File: src/rtl/uart_char_rx_if.sv
// uart_char_rx_if: serial line in, character strobe and status out
interface uart_char_rx_if;
  logic       rx;
  logic [6:0] char;
  logic       char_valid;
  logic       frame_err;
  logic       busy;
  modport master (output rx, input char, char_valid, frame_err, busy);
  modport slave  (input rx, output char, char_valid, frame_err, busy);
endinterface

File: src/rtl/uart_char_rx.sv
// uart_char_rx: 8N1 oversampling receiver delivering 7-bit characters
module uart_char_rx #(
  parameter int CLKS_PER_BIT = 434,
  parameter int CNT_W        = 16
) (
  input logic          clk,
  input logic          rst_n,
  uart_char_rx_if.slave u
);
  typedef enum logic [2:0] {IDLE, START, DATA, STOP, WAIT_IDLE} state_t;
  localparam logic [CNT_W-1:0] HALF = CNT_W'(CLKS_PER_BIT / 2 - 1);
  localparam logic [CNT_W-1:0] FULL = CNT_W'(CLKS_PER_BIT - 1);
  state_t           state_q, state_d;
  logic [1:0]       sync_q;
  logic [CNT_W-1:0] cnt_q, cnt_d;
  logic [2:0]       idx_q, idx_d;
  logic [7:0]       shift_q, shift_d;
  logic [6:0]       char_q, char_d;
  logic             valid_q, valid_d, err_q, err_d;
  logic             rx_s;
  assign rx_s         = sync_q[1];
  assign u.char       = char_q;
  assign u.char_valid = valid_q;
  assign u.frame_err  = err_q;
  assign u.busy       = state_q != IDLE;
  always_comb begin
    state_d = state_q;
    cnt_d   = cnt_q + CNT_W'(1);
    idx_d   = idx_q;
    shift_d = shift_q;
    char_d  = char_q;
    valid_d = 1'b0;
    err_d   = 1'b0;
    unique case (state_q)
      IDLE: begin
        cnt_d   = '0;
        state_d = rx_s ? IDLE : START;
      end
      START: if (cnt_q == HALF) begin
        cnt_d   = '0;
        idx_d   = '0;
        state_d = rx_s ? IDLE : DATA;
      end
      DATA: if (cnt_q == FULL) begin
        cnt_d   = '0;
        shift_d = {rx_s, shift_q[7:1]};
        idx_d   = idx_q + 3'd1;
        state_d = (idx_q == 3'd7) ? STOP : DATA;
      end
      // Leaving at mid-stop-bit lets a directly following start bit be caught
      STOP: if (cnt_q == FULL) begin
        cnt_d   = '0;
        char_d  = rx_s ? shift_q[6:0] : char_q;
        valid_d = rx_s;
        err_d   = !rx_s;
        state_d = rx_s ? IDLE : WAIT_IDLE;
      end
      WAIT_IDLE: begin
        cnt_d   = '0;
        state_d = rx_s ? IDLE : WAIT_IDLE;
      end
      default: state_d = IDLE;
    endcase
  end
  always_ff @(posedge clk) begin
    if (!rst_n) begin
      state_q <= IDLE;
      sync_q  <= 2'b11;
      cnt_q   <= '0;
      idx_q   <= '0;
      shift_q <= '0;
      char_q  <= '0;
      valid_q <= 1'b0;
      err_q   <= 1'b0;
    end else begin
      state_q <= state_d;
      sync_q  <= {sync_q[0], u.rx};
      cnt_q   <= cnt_d;
      idx_q   <= idx_d;
      shift_q <= shift_d;
      char_q  <= char_d;
      valid_q <= valid_d;
      err_q   <= err_d;
    end
  end
endmodule

File: src/flat_wrapper.sv
// flat-port wrapper written by rule: the top's interface ports become plain ports
module uart_char_rx_flat 
#(
  parameter int CLKS_PER_BIT = 434,
  parameter int CNT_W        = 16
)
  (clk, rst_n, u_rx, u_char, u_char_valid, u_frame_err, u_busy);
  uart_char_rx_if u_i ();
  input logic clk;
  input logic rst_n;
  input wire logic [$bits(u_i.rx)-1:0] u_rx;
  output wire logic [$bits(u_i.char)-1:0] u_char;
  output wire logic [$bits(u_i.char_valid)-1:0] u_char_valid;
  output wire logic [$bits(u_i.frame_err)-1:0] u_frame_err;
  output wire logic [$bits(u_i.busy)-1:0] u_busy;
  assign u_i.rx = u_rx;
  assign u_char = u_i.char;
  assign u_char_valid = u_i.char_valid;
  assign u_frame_err = u_i.frame_err;
  assign u_busy = u_i.busy;
  uart_char_rx #(.CLKS_PER_BIT(CLKS_PER_BIT), .CNT_W(CNT_W)) u_core (.clk(clk), .rst_n(rst_n), .u(u_i));
endmodule
File: config.mk
export PLATFORM = sky130hd
export DESIGN_NAME = uart_char_rx_flat
export DESIGN_NICKNAME = d
export VERILOG_FILES = /design/src/rtl/uart_char_rx_if.sv /design/src/rtl/uart_char_rx.sv /design/src/flat_wrapper.sv
export SDC_FILE = /design/constraint.sdc
export NUM_CORES = 1
export LEC_CHECK = 0
export CAP_MARGIN = 20
export CORE_AREA = 2 2 61 63
export CTS_BUF_LIST = sky130_fd_sc_hd__clkbuf_8
export CTS_CLUSTER_SIZE = 20
export DETAILED_ROUTE_END_ITERATION = 8
export DIE_AREA = 0 0 63 65
export PLACE_DENSITY = 0.79
export SETUP_SLACK_MARGIN = 0.2
export SYNTH_ARGS = -nofsm -noshare
export SYNTH_HDL_FRONTEND = slang
export SYNTH_SLANG_ARGS = --single-unit
File: constraint.sdc
create_clock -name clk -period 2.8 [get_ports clk]
set_input_delay 0.7 -clock clk [delete_from_list [all_inputs] [get_ports clk]]
set_output_delay 0.7 -clock clk [all_outputs]
set_load 0.01 [all_outputs]
==> impl_metrics.json <==
{
  "io_pins": 13,
  "drt_first_iter_violations": 59,
  "hold_viol": 0,
  "report.power.total_mw": 1.04,
  "worstHoldStart": "u_core.sync_q[0]",
  "drt_first_pass_iters": 4,
  "syn_avg_cell_area_um2": 8.99,
  "hpwl_um": 2390,
  "die_h_um": 65,
  "post-route-drc-count": 0,
  "wl_um": 3710,
  "syn_nets": 222,
  "crit_type": "reg -> out",
  "die_x_um": 63,
  "synth_warnings": 0,
  "fin_area_mm2": 0.00212,
  "crit_arrival_ns": 1.56,
  "cts_root_buf": "clkbuf_8",
  "place_area_mm2": 0.00203,
  "dieArea_mm2": 0.00410,
  "ctsHoldBuffers": 0,
  "cts_tree": "yes",
  "ir_drop_mv": 0.293,
  "postRouteAntennaNets": 0,
  "cts_num_sinks": 41,
  "cap_violations": 0,
  "antenna_found_initial": 0,
  "core-area_mm2": 0.00350,
  "start_util_pct": 55.0,
  "power.density_mw_per_mm2": 491,
  "fin_worst_skew_ns": 0.00317,
  "tightest_slew_ns": 0.576,
  "postCtsSetupBuffers": 0,
  "rsz0062_at_grt": "false",
  "vias_per_cell": 5.64,
  "overflow": 0,
  "path_max_fanout": 10,
  "numCtsBuffers": 5,
  "leakage_nw": 0.658,
  "hp-class": "reg -> reg",
  "hold_end": "u_core.sync_q[1]",
  "seq_area_frac_synth_pct": 42.7,
  "period_share_pct": 80.9,
  "route.vias.total": 1541,
  "fmax_mhz": 442,
  "r2r_end": "u_core.cnt_q[1]",
  "gp_congestion": 0.850,
  "synth-main-ff-cell": "dfxtp_1",
  "wl_per_cell_um": 13.6,
  "cts_resized": 0,
  "clockBufferDepth": 2,
  "startpoint_type": "flop",
  "antenna_cells": 0,
  "clk_latency_ns": 0.29,
  "synth_cells": 214,
  "final_layout_size_suffix_gt1_share_pct": 7.56,
  "reg2reg_depth": 4,
  "synth_seq_cells": 41,
  "grt_pass1_vias": 1518,
  "status": "finished, final reports clean",
  "cts.clk_slew.worst_paths_ns": 0.07,
  "ys_types": 43,
  "syn2layout_area_growth_pct": 10.1,
  "placementRows": 22,
  "synthArstFlopShare_pct": 0,
  "ff2ff_setup_slack_ns": 0.77,
  "r2r_start": "u_core.cnt_q[12]",
  "setup_tns_ns": 0,
  "io_buffers": 12,
  "grt_pass1_wl_um": 6580,
  "grt.total_usage_pct": 20.3,
  "whs_ns": 0.420,
  "drv_slew": 0,
  "synth_edf_count": 0,
  "setup_viol": 0,
  "htree_num_levels": 2,
  "finalNetCount": 233,
  "crit_required_ns": 2.10,
  "whs_path_depth": 1,
  "grt_max_degree": 20,
  "crit_path_end_kind": "output pin",
  "max_slew_margin_pct": 61.6,
  "synth_area_mm2": 0.00192,
  "min_period_ns": 2.26
}
==> flip-flops by register name, indices dropped and copies added (netlist names) <==
signal and flops:
u_core.u.char 7, u_core.u.frame_err 1, u_core.state_q 3, u_core.shift_q 8, u_core.cnt_q 16, u_core.u.char_valid 1, u_core.idx_q 3, u_core.sync_q 2
==> how the worst max path moves through the flow <==
stage,endpoint,slack (ns),startpoint,cells past startpoint
CTS,u_busy,0.53,u_core.state_q[0],2
finish,u_busy,0.54,u_core.state_q[0],2
floorplan,u_core.cnt_q[10],1.24,u_core.cnt_q[2],5
detailed placement,u_core.state_q[0],0.60,rst_n,4
global route,u_busy,0.47,u_core.state_q[0],2
global placement,u_core.cnt_q[1],0.62,rst_n,4
==> Yosys cell counts (2+ instances only) <==
library cell / n / area, um^2
nand2_1: 15 / 56.3
o21ai_0: 14 / 70.1
xnor2_1: 12 / 105
nand3_1: 23 / 115
nor4_4: 2 / 42.5
dfxtp_1: 41 / 821
or3_1: 3 / 18.8
nor4_1: 4 / 25.0
mux2i_1: 2 / 20.0
nand2b_1: 2 / 12.5
a21oi_1: 35 / 175
o22ai_1: 3 / 18.8
nand4_1: 4 / 25.0
xor2_1: 2 / 17.5
ha_1: 5 / 62.6
inv_1: 6 / 22.5
nor2_1: 7 / 26.3
nor3_1: 5 / 25.0
buf_6: 3 / 33.8
clkbuf_1: 3 / 11.3
==> routing by layer <==
layer	global-route usage [%]	share of wire [%]	vias up
met5	0	0	-
met2	33.4	47	32
met3	5.21	4.4	10
li1	-	-	791
met4	10.0	2.6	0
met1	24.8	46	708
==> worst max-delay path, cell delays in order (launching register included) <==
cell	delay [ns]
dfxtp_1	0.39
or3_1	0.39
clkdlybuf4s50_1	0.50
==> power breakdown <==
group,leakage (nW),internal [mW],switching (mW)
Clock,0.0485,0.192,0.193
Combinational,0.279,0.0231,0.0374
Sequential,0.331,0.588,0.00748
==> cells in the final DEF (no fill, tap or decap), drive strengths merged <==
master	netlist	final
xnor2	12	12
clkbuf	5	6
or3	3	3
a21oi	35	35
o22ai	3	3
and3b	1	1
and4b	1	1
nor3	5	5
or3b	1	1
mux2i	2	2
nor2b	1	1
and3	2	2
buf	6	3
xor2	2	2
dfxtp	41	41
nor3b	1	1
and4bb	1	1
nor2	7	7
and4	1	1
a41oi	1	1
inv	6	7
clkdlybuf4s50	0	12
or4	1	1
ha	5	5
nand2b	2	2
a31oi	1	1
and2	1	1
nand2	16	16
nand3	23	23
clkinv	1	1
o21ai	15	15
a21boi	1	1
nor4	6	6
nand4	5	5
==> kinds of logic (layout without fill, tap and decap cells) <==
kind of cell | Yosys count | after routing | share of synthesized area, %
adder cells (fa/ha/maj) | 5 | 5 | 3.25
flip-flops | 41 | 41 | 42.7
multiplexers | 2 | 2 | 1.04
XOR/XNOR | 14 | 14 | 6.37
AND/OR/NAND/NOR | 78 | 78 | 24.1
buffers and inverters | 18 | 29 | 6.24
AO/OA/AOI/OAI | 56 | 56 | 16.3
==> per-stage QoR <==
stage	util, %	cells	setup slack, ns
2_1_floorplan	-	214	1.24
3_3_place_gp	58.2	266	0.617
3_5_place_dp	58.2	266	0.601
4_1_cts	60.6	273	0.531
5_1_grt	60.6	273	0.472
6_report	60.6	273	0.535
==> final cells by class <==
class,instances,area [um^2]
fillers,313,1380
multi-input cells,155,983
flip-flops and latches,41,821
repair buffers,15,143
clock buffers,6,82.6
well taps,48,60.1
inverters,7,26.3
clock inverters,1,3.75
Power figures use the tool's default switching activity.
